File: config.mk
export PLATFORM = sky130hd
export DESIGN_NAME = hazard_ctrl
export DESIGN_NICKNAME = d
export VERILOG_FILES = /design/src/rtl/pipe_ctrl_pkg.sv /design/src/rtl/forward_unit.sv /design/src/rtl/hazard_ctrl.sv
export SDC_FILE = /design/constraint.sdc
export NUM_CORES = 1
export LEC_CHECK = 0
export ABC_CLOCK_PERIOD_IN_PS = 4600
export CAP_MARGIN = 20
export CORE_ASPECT_RATIO = 0.7
export CORE_MARGIN = 3
export CORE_UTILIZATION = 45
export DETAILED_ROUTE_END_ITERATION = 16
export HOLD_SLACK_MARGIN = 0.15
export PLACE_DENSITY = 0.94
export SKIP_CTS_REPAIR_TIMING = 1
export SYNTH_ARGS = -nofsm -noshare
export SYNTH_HDL_FRONTEND = slang
export SYNTH_SLANG_ARGS = --single-unit
File: constraint.sdc
create_clock -name clk -period 4.6 [get_ports clk]
set_clock_uncertainty 0.05 [all_clocks]
set_input_delay 0.92 -clock clk [delete_from_list [all_inputs] [get_ports clk]]
set_output_delay 0.92 -clock clk [all_outputs]
set_load 0.005 [all_outputs]
File: src/rtl/pipe_ctrl_pkg.sv
// Shared definitions for the pipeline hazard controller: FSM states,
// forwarding-select encodings and the NOP instruction word.
package pipe_ctrl_pkg;

    typedef enum logic [1:0] {
        RUN      = 2'd0,
        MEM_WAIT = 2'd1,
        HALTED   = 2'd2
    } ctrl_state_e;

    localparam logic [1:0]  FWD_REG  = 2'b00;
    localparam logic [1:0]  FWD_WB   = 2'b01;
    localparam logic [1:0]  FWD_MEM  = 2'b10;

    localparam logic [15:0] NOP_INST = 16'h1000;

endpackage

File: src/rtl/forward_unit.sv
// EX-stage operand forwarding selects; the MEM stage has priority over WB and
// register 0 is never forwarded.
module forward_unit
    import pipe_ctrl_pkg::*;
#(
    parameter int REG_ADDR_W = 4
) (
    input  logic [REG_ADDR_W-1:0] EX_Rs,
    input  logic [REG_ADDR_W-1:0] EX_Rt,
    input  logic [REG_ADDR_W-1:0] MEM_Rd,
    input  logic                  MEM_RegWrite,
    input  logic [REG_ADDR_W-1:0] WB_Rd,
    input  logic                  WB_RegWrite,
    output logic [1:0]            fwdA,
    output logic [1:0]            fwdB
);

    function automatic logic [1:0] fwd_sel(
        input logic [REG_ADDR_W-1:0] src,
        input logic [REG_ADDR_W-1:0] mem_rd,
        input logic                  mem_we,
        input logic [REG_ADDR_W-1:0] wb_rd,
        input logic                  wb_we
    );
        logic [1:0] sel;
        if (mem_we && (mem_rd != {REG_ADDR_W{1'b0}}) && (mem_rd == src)) begin
            sel = FWD_MEM;
        end else if (wb_we && (wb_rd != {REG_ADDR_W{1'b0}}) && (wb_rd == src)) begin
            sel = FWD_WB;
        end else begin
            sel = FWD_REG;
        end
        return sel;
    endfunction

    // Select the forwarding source for both EX operands
    always_comb begin
        fwdA = fwd_sel(EX_Rs, MEM_Rd, MEM_RegWrite, WB_Rd, WB_RegWrite);
        fwdB = fwd_sel(EX_Rt, MEM_Rd, MEM_RegWrite, WB_Rd, WB_RegWrite);
    end

endmodule

File: src/rtl/hazard_ctrl.sv
// Pipeline hazard controller: register write enables, flush/bubble, forwarding,
// data-memory wait/timeout FSM, halt state and saturating stall counter.
module hazard_ctrl
    import pipe_ctrl_pkg::*;
#(
    parameter int REG_ADDR_W  = 4,
    parameter int MEM_TIMEOUT = 15,
    parameter int CNT_W       = 16
) (
    input  logic                  clk,
    input  logic                  rst,
    input  logic [REG_ADDR_W-1:0] ID_Rs,
    input  logic [REG_ADDR_W-1:0] ID_Rt,
    input  logic                  ID_UsesRs,
    input  logic                  ID_UsesRt,
    input  logic [REG_ADDR_W-1:0] EX_Rs,
    input  logic [REG_ADDR_W-1:0] EX_Rt,
    input  logic [REG_ADDR_W-1:0] EX_dstReg,
    input  logic                  EX_RegWrite,
    input  logic                  EX_MemRead,
    input  logic [REG_ADDR_W-1:0] MEM_Rd,
    input  logic                  MEM_RegWrite,
    input  logic                  MEM_MemRead,
    input  logic                  MEM_MemWrite,
    input  logic [REG_ADDR_W-1:0] WB_Rd,
    input  logic                  WB_RegWrite,
    input  logic                  branch_taken,
    input  logic                  dmem_ready,
    input  logic                  halt,
    output logic                  PC_write,
    output logic                  IFID_write,
    output logic                  IDEX_write,
    output logic                  EXMEM_write,
    output logic                  MEMWB_write,
    output logic                  IFID_flush,
    output logic                  IDEX_bubble,
    output logic [1:0]            fwdA,
    output logic [1:0]            fwdB,
    output logic                  mem_timeout_err,
    output logic                  halted,
    output logic [CNT_W-1:0]      stall_count
);

    localparam int WAIT_W = $clog2(MEM_TIMEOUT + 1);

    ctrl_state_e       state_r;
    logic [WAIT_W-1:0] wait_cnt_r;
    logic              err_r;
    logic [CNT_W-1:0]  stall_cnt_r;

    logic       mem_busy_s;
    logic       load_use_s;
    logic       stall_s;
    logic [1:0] fwd_a_s;
    logic [1:0] fwd_b_s;

    forward_unit #(.REG_ADDR_W(REG_ADDR_W)) u_forward_unit (
        .EX_Rs        (EX_Rs),
        .EX_Rt        (EX_Rt),
        .MEM_Rd       (MEM_Rd),
        .MEM_RegWrite (MEM_RegWrite),
        .WB_Rd        (WB_Rd),
        .WB_RegWrite  (WB_RegWrite),
        .fwdA         (fwd_a_s),
        .fwdB         (fwd_b_s)
    );

    // Hazard detection terms
    always_comb begin
        mem_busy_s = (MEM_MemRead | MEM_MemWrite) & ~dmem_ready;
        load_use_s = EX_MemRead & EX_RegWrite & (EX_dstReg != {REG_ADDR_W{1'b0}}) &
                     ((ID_UsesRs & (EX_dstReg == ID_Rs)) | (ID_UsesRt & (EX_dstReg == ID_Rt)));
        // A cycle counts as a stall only if the freeze or the load-use bubble actually acts
        stall_s    = (state_r != HALTED) &
                     (mem_busy_s | (load_use_s & ~branch_taken));
    end

    // Control outputs act in the same cycle; priority freeze > branch > load-use
    always_comb begin
        PC_write        = 1'b1;
        IFID_write      = 1'b1;
        IDEX_write      = 1'b1;
        EXMEM_write     = 1'b1;
        MEMWB_write     = 1'b1;
        IFID_flush      = 1'b0;
        IDEX_bubble     = 1'b0;
        fwdA            = FWD_REG;
        fwdB            = FWD_REG;
        halted          = 1'b0;
        mem_timeout_err = 1'b0;
        if (!rst) begin
            PC_write = 1'b1;
        end else begin
            fwdA            = fwd_a_s;
            fwdB            = fwd_b_s;
            mem_timeout_err = err_r;
            case (state_r)
                RUN, MEM_WAIT: begin
                    if (mem_busy_s) begin
                        PC_write    = 1'b0;
                        IFID_write  = 1'b0;
                        IDEX_write  = 1'b0;
                        EXMEM_write = 1'b0;
                        MEMWB_write = 1'b0;
                    end else if (branch_taken) begin
                        IFID_flush  = 1'b1;
                        IDEX_bubble = 1'b1;
                    end else if (load_use_s) begin
                        PC_write    = 1'b0;
                        IFID_write  = 1'b0;
                        IDEX_bubble = 1'b1;
                    end else begin
                        IDEX_bubble = 1'b0;
                    end
                end
                default: begin
                    PC_write    = 1'b0;
                    IFID_write  = 1'b0;
                    IDEX_write  = 1'b0;
                    EXMEM_write = 1'b0;
                    MEMWB_write = 1'b0;
                    halted      = 1'b1;
                end
            endcase
        end
    end

    // Wait/timeout FSM, sticky error and saturating stall counter
    always_ff @(posedge clk) begin
        if (!rst) begin
            state_r     <= RUN;
            wait_cnt_r  <= {WAIT_W{1'b0}};
            err_r       <= 1'b0;
            stall_cnt_r <= {CNT_W{1'b0}};
        end else begin
            if (stall_s && (stall_cnt_r != {CNT_W{1'b1}})) begin
                stall_cnt_r <= stall_cnt_r + {{(CNT_W-1){1'b0}}, 1'b1};
            end else begin
                stall_cnt_r <= stall_cnt_r;
            end
            case (state_r)
                RUN: begin
                    if (mem_busy_s) begin
                        state_r    <= MEM_WAIT;
                        wait_cnt_r <= {{(WAIT_W-1){1'b0}}, 1'b1};
                    end else if (halt) begin
                        state_r <= HALTED;
                    end else begin
                        state_r <= RUN;
                    end
                end
                MEM_WAIT: begin
                    if (mem_busy_s) begin
                        if (wait_cnt_r == WAIT_W'(MEM_TIMEOUT)) begin
                            err_r   <= 1'b1;
                            state_r <= HALTED;
                        end else begin
                            wait_cnt_r <= wait_cnt_r + {{(WAIT_W-1){1'b0}}, 1'b1};
                        end
                    end else begin
                        wait_cnt_r <= {WAIT_W{1'b0}};
                        state_r    <= halt ? HALTED : RUN;
                    end
                end
                HALTED: begin
                    state_r <= HALTED;
                end
                default: begin
                    state_r <= HALTED;
                end
            endcase
        end
    end

    assign stall_count = stall_cnt_r;

endmodule

# After elaboration in Yosys (flattened, before gate mapping)
# Cells that the tools add are included.
classes:
  n_reduce_logical: 15
  n_bitwise: 13
  n_addsub: 2
  eq_ne: 13
  muxes: 35
op_table:
  columns: ["operator", "count"]
  rows:
  - ["4-bit equality test", 6]
  - ["1-bit two-way mux", 22]
  - ["16-bit by 1-bit adder with 16-bit output, second input constant", 1]
  - ["2-bit two-way mux", 8]
  - ["16-bit inequality test, second input constant", 1]
  - ["4-bit two-way mux", 3]
  - ["4-bit nonzero test", 3]
  - ["1-bit bitwise AND", 8]
  - ["4-bit case mux with 2 select lines", 1]
  - ["1-bit logical AND", 7]
  - ["3-bit inequality test, second input constant", 2]
  - ["3-bit AND reduction", 2]
  - ["4-bit by 1-bit adder with 4-bit output, second input constant", 1]
  - ["4-bit equality test, second input constant", 1]
  - ["2-bit inequality test, second input constant", 2]
  - ["2-bit case mux with 2 select lines", 1]
  - ["1-bit bitwise OR", 3]
  - ["2-bit by 1-bit equality test with 1-bit output, second input constant", 1]
  - ["2-bit logical NOT", 1]
  - ["1-bit NOT", 2]
  - ["2-bit nonzero test", 1]
  - ["2-bit OR reduction", 1]
totals:
  inputBits: 41
  regBits: 23
  wordCells: 82
  output_inout_bits: 29

# Logic depth before layout (Yosys ltp)
# Gate-level depths: netlist of the first run.
depth:
  ltp_word: 9
  mapped_depth: 8
  ltp_nobuf: 7

# Hierarchy
# Synthesis of the first run repeated with hierarchy kept, for this count alone.
hier_totals:
  hier_cells: 220
  hier_area_um2: 1813.0
by_module_without_submodules:
  columns: ["mod", "area_per_inst_um2", "cells_per_inst", "n_inst", "seq_area_each_um2"]
  rows:
  - ["hazard_ctrl", 1597.8, 194, 1, 460.4]
  - ["forward_unit", 215.2, 26, 1, 0.0]

# Worst setup path after synthesis of the first run
# OpenSTA, ideal clock, no wires.
synth_timing:
  kind: "input to output"
  startpoint: "input EX_dstReg[0]"
  endpoint: "output PC_write"
  path_buffers: 1
  required_time_ns: 3.630
  path_stages: 6
  slack_ns: 1.400
  t_arrival_ns: 2.230
  path_cell_list: "or4_1 > nand4_1 > o22a_1 > nor2_1 > o31ai_1 > buf_4"
synth_via:
  elab_chain_len: 9
  elab_cells_between_ends: 13
  cone_classes: "2 x eq/ne; 5 x mux; 5 x bitwise; 1 x reduce/logical"
synth_rtl:
  columns: ["element", "line", "rtl"]
  rows:
  - ["start, declared", "hazard_ctrl.sv:18", "input logic [REG_ADDR_W-1:0] EX_dstReg,"]
  - ["4-bit equality test", "hazard_ctrl.sv:72", "((ID_UsesRs & (EX_dstReg == ID_Rs)) | (ID_UsesRt & (EX_dstReg == ID_Rt)));"]
  - ["1-bit bitwise AND", "hazard_ctrl.sv:72", null]
  - ["1-bit bitwise OR", "hazard_ctrl.sv:72", null]
  - ["1-bit bitwise AND *", "hazard_ctrl.sv:71", "load_use_s = EX_MemRead & EX_RegWrite & (EX_dstReg != {REG_ADDR_W{1'b0}}) &"]
  - ["1-bit two-way mux * (5 in a row)", null, null]
  - ["end, declared", "hazard_ctrl.sv:30", "output logic PC_write,"]
# Mark *: on every way between the ends. The rest lies on a longest branch, timed or not.

# Worst setup path in the final report of the first run
layout_timing:
  startpoint: "input EX_dstReg[0]"
  endpoint: "output IFID_write"
layout_via:
  elab_chain_len: 9
  elab_cells_between_ends: 13
  cone_classes: "2 x eq/ne; 5 x mux; 5 x bitwise; 1 x reduce/logical"
layout_rtl:
  columns: ["element", "line", "rtl"]
  rows:
  - ["4-bit equality test", "hazard_ctrl.sv:72", null]
  - ["1-bit bitwise AND", "hazard_ctrl.sv:72", null]
  - ["1-bit bitwise OR", "hazard_ctrl.sv:72", null]
  - ["1-bit bitwise AND *", "hazard_ctrl.sv:71", null]
  - ["1-bit two-way mux *", "hazard_ctrl.sv:108", "end else if (load_use_s) begin"]
  - ["1-bit two-way mux *", "hazard_ctrl.sv:105", "end else if (branch_taken) begin"]
  - ["1-bit two-way mux *", "hazard_ctrl.sv:99", "if (mem_busy_s) begin"]
  - ["1-bit two-way mux *", "hazard_ctrl.sv:97", "case (state_r)"]
  - ["1-bit two-way mux *", "hazard_ctrl.sv:91", "if (!rst) begin"]
  - ["end, declared", "hazard_ctrl.sv:31", "output logic IFID_write,"]
# Marks and branches as above.

==> results.cfg, run 1 <==
[min_path]
hp-start = stall_count[6]$_SDFFE_PN0P_
min_path_type = flop to flop

[global_routing]
grt_pass1_wl_um = 7020
grt-ovfl-total = 0
track_usage_pct = 19.8
grt_max_degree = 24
antenna_found_initial = 0
first_global_vias = 1508

[timing]
slew_headroom_pct = 49.1
period_needed_ns = 4.14
layout_worst_path_cycle_share_pct = 90.0
setup_tns_ns = 0
max_freq_mhz = 242
rsz0062_at_grt = false
setup_viol = 0
worst_slew_pin_slew_ns = 0.753
finalHoldViolations = 0
slew_viol_final = 0

[route]
num_vias = 1664
drcViolationCount = 0
first_pass_iters = 4
vias_per_cell = 5.49
detail-route-antenna-nets = 0
drtIter0Drc = 102
drt-total-wl_um = 4210
wl_per_cell_um = 13.9

[worst_setup_path]
critPathLaunch = EX_dstReg[0]
reg2reg_depth = 7
ff2ff_setup_slack_ns = 2.07
critPathKind = input pin to primary output
r2r_end = stall_count[15]$_SDFFE_PN0P_
worstSetupStartpointType = input pin
required_ns = 3.63
worstPathArrival_ns = 3.17
worstPathMaxFanout = 4
r2r_start = stall_count[0]$_SDFFE_PN0P_
end_kind = primary output
endpoint = IFID_write

[synth]
yosysTopAreaCell = dfxtp_1
synthDistinctLibCells = 40
synth_cells = 193
synth_area_sq_mm = 0.00158
yosys.area.top_type_share_pct = 29.2
synth_flop_cell = dfxtp_1
synthTopCellsByArea = dfxtp_1 (29%), xnor2_1 (14%), mux2i_1 (4.4%)
synth-seq-cells = 23
yosysSeqAreaShare_pct = 29.2
synth_edf_count = 0
synth.avg_cell_area_sq_um = 8.16
async_flop_share_pct = 0
ys_warn_count = 0
synthesis.nets = 236

[outcome]
outcome = finished, final reports clean

[final_layout]
final_common_cell = clkdlybuf4s50_1
final_cell_mix = clkdlybuf4s50_1 (69), xnor2_1 (25), dfxtp_1 (23)
num_antenna_cells = 0
area_delta_synth_final_pct = 47.3
drive_gt1_share_pct = 3.52
stdcell_count = 303
nets = 300

[power]
p_sw_mw = 0.123
internal-power_mw = 0.331
p_per_area_mw_per_mm2 = 196
power_frac_clock_pct = 28.8
seq_power_share_pct = 45.9
peakVddDrop_mv = 0.127
power.leakage_nw = 0.776
p_sw_share_pct = 27.2
p_comb_share_pct = 25.3

[clock_network]
cts_sinks = 23
cts_tree = done
clock_path_buffers = 2
path_clk_slew_ns = 0.08
insertion_delay_ns = 0.27
numCtsBuffers = 3
cts-htree-levels = 1
clockRootBuffer = clkbuf_8

[floorplanning]
die_h_um = 55.5
core-area_sq_mm = 0.00325
die_x_um = 76.7
dieArea_sq_mm = 0.00426
initial_core_util_pct = 48.4
io_pins = 70
core.rowCount = 17

[place]
port_buffers = 69
routabilityCongestion = 0.877
dp.cells = 299

[flow_run]
maxCapViolCount = 0
-- critical path, stage by stage --
cell and delay [ns]:
clkdlybuf4s50_1 0.48, or4_1 0.58, nand4_1 0.11, o22a_1 0.20
nor2_1 0.06, o31ai_1 0.25, clkdlybuf4s50_1 0.56
-- metal layers --
layer	share of wire, %	global-route usage (%)
met1	45	25.1
met4	0.59	4.65
met5	0	0
met3	8.5	7.00
met2	46	32.3
-- cell usage after synthesis, types with 2 or more instances --
cell type and count:
ha_1 2, xnor2_1 25, o41ai_1 2, inv_1 3, nand4_1 9, buf_4 3, o21ai_1 5, nor2_1 9
or4_1 8, dfxtp_1 23, nand2_1 15, buf_2 4, nand2b_1 8, o21ai_0 3, or3_1 3, a211oi_1 3
a21oi_1 11, clkbuf_1 4, and4_1 2, and3_1 2, o31ai_1 7, and2_1 4, nor3_1 5, nand3_1 8
and3_4 2, mux2i_1 7, xor2_1 2, nor4_1 2
-- power groups by stage --
stage | logic, mW | clock network (mW) | registers (mW)
final | 0.115 | 0.131 | 0.208
after global routing | 0.125 | 0.141 | 0.209
after CTS | 0.115 | 0.133 | 0.208
after detailed placement | 0.115 | 0 | 0.213
after global placement | 0.112 | 0 | 0.212
after floorplan | 0.0563 | 0 | 0.211
-- state kept, by name, indices dropped and copies added (netlist names) --
signal	count
err_r	1
wait_cnt_r	4
state_r	2
stall_count	16
-- cells by family (layout without fill, tap and decap cells) --
family | Yosys count | after routing | synth area share, %
and+or+nand+nor | 79 | 79 | 28.3
AOI/OAI and AO/OA | 40 | 40 | 16.8
xor gates and xnor gates | 27 | 27 | 15.0
buffers and inverters | 15 | 78 | 4.61
adders and majority gates | 2 | 2 | 1.59
muxes | 7 | 7 | 4.45
DFF | 23 | 23 | 29.2
-- stage by stage --
| stage | setup slack (ns) | hold WS, ns | power [mW] | cell area (sq um) | util [%] |
|---|---|---|---|---|---|
| 3_5_place_dp | 0.452 | 0.429 | 0.328 | 2270 | 69.9 |
| 6_report | 0.460 | 0.442 | 0.454 | 2320 | 71.3 |
| 2_1_floorplan | 1.40 | 0.417 | 0.267 | 1580 | - |
| 3_3_place_gp | 0.524 | 0.419 | 0.324 | 2270 | 69.9 |
| 5_1_grt | 0.349 | 0.477 | 0.475 | 2320 | 71.3 |
| 4_1_cts | 0.468 | 0.442 | 0.456 | 2320 | 71.3 |
-- worst min-delay path by stage --
stage	end	slack [ns]	cells past startpoint
floorplan	stall_count[14]$_SDFFE_PN0P_	0.42	2
global placement	stall_count[14]$_SDFFE_PN0P_	0.42	2
detailed placement	stall_count[14]$_SDFFE_PN0P_	0.43	2
CTS	stall_count[14]$_SDFFE_PN0P_	0.44	2
global route	stall_count[14]$_SDFFE_PN0P_	0.48	2
finish	stall_count[6]$_SDFFE_PN0P_	0.44	2
-- final cells by class --
class | count | area, sq um
sequential | 23 | 460
inverter | 4 | 15.0
tap | 47 | 58.8
fill | 243 | 933
clock inverter | 1 | 5.00
clock buffer | 3 | 41.3
multi-input combinational | 155 | 1040
timing repair buffer | 70 | 698
Power figures use the tool's default switching activity.
==> run 2, diff against run 1 <==
--- a/config.mk
+++ b/config.mk
@@ -12,7 +12,7 @@
 export CORE_UTILIZATION = 45
 export DETAILED_ROUTE_END_ITERATION = 16
 export HOLD_SLACK_MARGIN = 0.15
-export PLACE_DENSITY = 0.94
+export PLACE_DENSITY = 0.85
 export SKIP_CTS_REPAIR_TIMING = 1
 export SYNTH_ARGS = -nofsm -noshare
 export SYNTH_HDL_FRONTEND = slang
==> results.cfg, run 2 (synthesis gave the netlist of run 1 again) <==
[floorplanning]
io_pins = 70
die_x_um = 76.7
die_h_um = 55.5
initial_core_util_pct = 48.4
dieArea_sq_mm = 0.00426
core.rowCount = 17
core-area_sq_mm = 0.00325

[worst_setup_path]
reg2reg_depth = 7
r2r_end = stall_count[15]$_SDFFE_PN0P_
path_cells = clkdlybuf4s50_1, or4_1, nand4_1, o22a_1, nor2_1, o31ai_1, clkdlybuf4s50_1
critPathKind = input pin to primary output
cp.depth = 7
cp_slowest_cell = or4_1
worstPathArrival_ns = 3.18
worstPathMaxFanout = 4
end_kind = primary output
critical_path_buf_inv_count = 2
critPathTopFamily = buffers and inverters
r2r_start = stall_count[0]$_SDFFE_PN0P_
worstSetupStartpointType = input pin
ff2ff_setup_slack_ns = 2.05
cp_common_cell = clkdlybuf4s50_1
critPathMaxStageDelay_ns = 0.56
required_ns = 3.63

[flow_run]
maxCapViolCount = 0

[final_layout]
regArea_sq_um = 460
final_common_cell = clkdlybuf4s50_1
nets = 300
num_antenna_cells = 0
drive_gt1_share_pct = 3.13
fill_cells = 273
largest_reg_flops = 16
multiInputGateArea_sq_mm = 0.00104
final_cell_mix = clkdlybuf4s50_1 (69), xnor2_1 (25), dfxtp_1 (23)
area_delta_synth_final_pct = 47.3

[route]
maxUsedRoutingLayer = met4
m1WireLength_um = 1960
vias_per_cell = 5.49
drcViolationCount = 0
wl_met3_um = 287
num_vias = 1663
dr_wl_met2_um = 1890
drt-total-wl_um = 4150
wl_per_cell_um = 13.7
first_pass_iters = 4
drtIter0Drc = 89
detail-route-antenna-nets = 0

[min_path]
min_path_type = flop to flop
hold_depth = 2
min_to = stall_count[14]$_SDFFE_PN0P_
hp-start = stall_count[14]$_SDFFE_PN0P_

[power]
peakVddDrop_mv = 0.139
power.leakage_nw = 0.774
internal-power_mw = 0.332
p_sw_share_pct = 26.4
total_power_mw = 0.451
power_frac_clock_pct = 28.2
p_sw_mw = 0.119
seq_power_share_pct = 46.3
p_comb_share_pct = 25.6
p_per_area_mw_per_mm2 = 194

[timing]
setup_tns_ns = 0
rsz0062_at_grt = false
setup_viol = 0
slew_viol_final = 0
worst_slew_pin_slew_ns = 0.681
period_needed_ns = 4.15
max_freq_mhz = 241
finalHoldViolations = 0
layout_worst_path_cycle_share_pct = 90.1
slew_headroom_pct = 54.0

[global_routing]
antenna_found_initial = 0
track_usage_pct = 19.3
grt_max_degree = 24
first_global_vias = 1614
grt-ovfl-total = 0
grt_pass1_wl_um = 6980

[clock_network]
clockRootBuffer = clkbuf_8
insertion_delay_ns = 0.26
numCtsBuffers = 3
cts_tree = done
path_clk_slew_ns = 0.09
cts-htree-levels = 1
clock_path_buffers = 2
cts_sinks = 23

[outcome]
outcome = finished, final reports clean

[place]
routabilityCongestion = 0.828
dpl.hpwl_um = 3290
port_buffers = 69
-- run 2: cell types whose count changed in the layout (fill, tap and decap cells not counted), sizes merged --
cell and change:
clkbuf +1, clkinv -1
-- run 2: final cells by class --
type	instances	area share, %
Multi-Input combinational cell	155	44.9
Tap cell	47	2.54
Inverter	4	0.647
Clock buffer	4	1.94
Timing Repair Buffer	70	30.1
Sequential cell	23	19.8
-- run 2: power groups by stage --
stage / clock network, mW / registers (mW) / logic (mW)
after floorplan: 0 / 0.211 / 0.0563
after global placement: 0 / 0.213 / 0.112
after detailed placement: 0 / 0.213 / 0.115
after CTS: 0.128 / 0.208 / 0.116
after global routing: 0.134 / 0.209 / 0.125
final: 0.127 / 0.209 / 0.115
-- run 2: worst max path at each step --
stage | start | endpoint | slack (ns)
2_1_floorplan | EX_dstReg[0] | PC_write | 1.40
3_3_place_gp | EX_dstReg[0] | IFID_write | 0.52
3_5_place_dp | EX_dstReg[0] | IFID_write | 0.46
4_1_cts | EX_dstReg[0] | IFID_write | 0.44
5_1_grt | EX_dstReg[0] | IFID_write | 0.27
6_report | EX_dstReg[0] | PC_write | 0.45
-- run 2: metrics by stage --
stage,setup slack [ns],std cells,utilization [%],hold slack [ns],instance area [sq um]
2_1_floorplan,1.40,193,-,0.417,1580
3_3_place_gp,0.519,299,69.9,0.422,2270
3_5_place_dp,0.461,299,69.9,0.433,2270
4_1_cts,0.443,303,71.3,0.445,2320
5_1_grt,0.268,303,71.3,0.452,2320
6_report,0.454,303,71.3,0.437,2320
-- run 2: worst reg2reg max path, cell delays in order (launching register included) --
cell and delay, ns:
dfxtp_1 0.38, ha_1 0.24, nand3_1 0.15, nor2_1 0.12
a41o_1 0.38, or3_1 0.54, or4_1 0.50, a21oi_1 0.14
-- run 2: metal layers --
metal  vias up  track usage, %
met2        49            32.3
li1        830               -
met4         0            1.81
met3         2            6.03
met5         -               0
met1       782            25.2
==> run 3, diff against run 2 <==
--- a/config.mk
+++ b/config.mk
@@ -12,6 +12,7 @@
 export CORE_UTILIZATION = 45
 export DETAILED_ROUTE_END_ITERATION = 16
 export HOLD_SLACK_MARGIN = 0.15
+export MAX_ROUTING_LAYER = met4
 export PLACE_DENSITY = 0.85
 export SKIP_CTS_REPAIR_TIMING = 1
 export SYNTH_ARGS = -nofsm -noshare
==> results.cfg, run 3 (synthesis gave the netlist of run 1 again) <==
[outcome]
outcome = finished, final reports clean

[final_layout]
largest_reg_flops = 16
nets = 300
fill_cells = 273
final_cell_mix = clkdlybuf4s50_1 (69), xnor2_1 (25), dfxtp_1 (23)
final_common_cell = clkdlybuf4s50_1
area_delta_synth_final_pct = 47.3
drive_gt1_share_pct = 3.13
finish.utilization_pct = 71.3
num_antenna_cells = 0

[worst_setup_path]
worstSetupStartpointType = input pin
required_ns = 3.63
critPathLaunch = EX_dstReg[0]
end_kind = primary output
worstPathMaxFanout = 4
worstPathArrival_ns = 3.18
r2r_start = stall_count[0]$_SDFFE_PN0P_
critPathKind = input pin to primary output

[timing]
finalHoldViolations = 0
rsz0062_at_grt = false
layout_worst_path_cycle_share_pct = 90.2
worst_slew_pin_slew_ns = 0.681
period_needed_ns = 4.15
setup_tns_ns = 0
slew_viol_final = 0
slew_headroom_pct = 54.0
setup_viol = 0
max_freq_mhz = 241
setup_slack_ns = 0.451

[clock_network]
numCtsBuffers = 3
path_clk_slew_ns = 0.09
cts-htree-levels = 1
clockRootBuffer = clkbuf_8
insertion_delay_ns = 0.26
cts_sinks = 23
cts_tree = done
clock_path_buffers = 2

[global_routing]
first_global_vias = 1614
antenna_found_initial = 0
track_usage_pct = 19.8
grt_pass1_wl_um = 6980
grt-ovfl-total = 0
grt_max_degree = 24

[place]
dpl.hpwl_um = 3290
dpl_worst_slack_ns = 0.461
routabilityCongestion = 0.840
port_buffers = 69

[route]
drt-total-wl_um = 4150
drcViolationCount = 0
num_vias = 1663
wl_per_cell_um = 13.7
detail-route-antenna-nets = 0
first_pass_iters = 4
vias_per_cell = 5.49
drtIter0Drc = 88

[min_path]
min_path_type = flop to flop
hp-start = stall_count[14]$_SDFFE_PN0P_

[floorplanning]
dieArea_sq_mm = 0.00426
initial_core_util_pct = 48.4
die_x_um = 76.7
core-area_sq_mm = 0.00325
die_h_um = 55.5
io_pins = 70
core.rowCount = 17

[power]
power.leakage_nw = 0.774
total_power_mw = 0.450
peakVddDrop_mv = 0.138
p_per_area_mw_per_mm2 = 194

[flow_run]
maxCapViolCount = 0
-- run 3: worst max-delay path, cell delays in order --
cell and delay (ns):
clkdlybuf4s50_1 0.47, or4_1 0.56, nand4_1 0.11, o22a_1 0.22
nor2_1 0.07, o31ai_1 0.26, clkdlybuf4s50_1 0.56
-- run 3: worst paths after layout --
kind	endpoint	depth (start not counted)	slack [ns]
setup / recovery	PC_write	7	0.45
hold / removal	stall_count[14]$_SDFFE_PN0P_	2	0.44
setup reg to reg	stall_count[15]$_SDFFE_PN0P_	7	2.05
hold reg to reg	stall_count[14]$_SDFFE_PN0P_	2	0.44
-- run 3: layout make-up --
cell class | count | area [sq um] | area share, %
repair buffers | 70 | 698 | 30.1
inverters | 4 | 15.0 | 0.647
flip-flops and latches | 23 | 460 | 19.8
clock buffers | 4 | 45.0 | 1.94
multi-input cells | 155 | 1040 | 44.9
well taps | 47 | 58.8 | 2.54
-- run 3: power breakdown --
part           switching [mW]  internal (mW)
Clock                  0.0649         0.0618
Sequential            0.00597          0.203
Combinational          0.0479         0.0673
Total                   0.119          0.332
-- run 3: metrics by stage --
step / hold slack, ns / instances / instance area (sq um)
after floorplan: 0.417 / 193 / 1580
after global placement: 0.422 / 299 / 2270
after global routing: 0.452 / 303 / 2320
final: 0.437 / 303 / 2320
after CTS: 0.445 / 303 / 2320
after detailed placement: 0.433 / 299 / 2270
-- run 3: per-layer routing --
| metal | up-vias | GRT usage (%) | routed length, um |
|---|---|---|---|
| met2 | 48 | 32.3 | 1900 |
| met4 | 0 | 1.81 | 13 |
| li1 | 828 | - | - |
| met5 | - | - | 0 |
| met1 | 785 | 25.4 | 1970 |
| met3 | 2 | 5.70 | 269 |
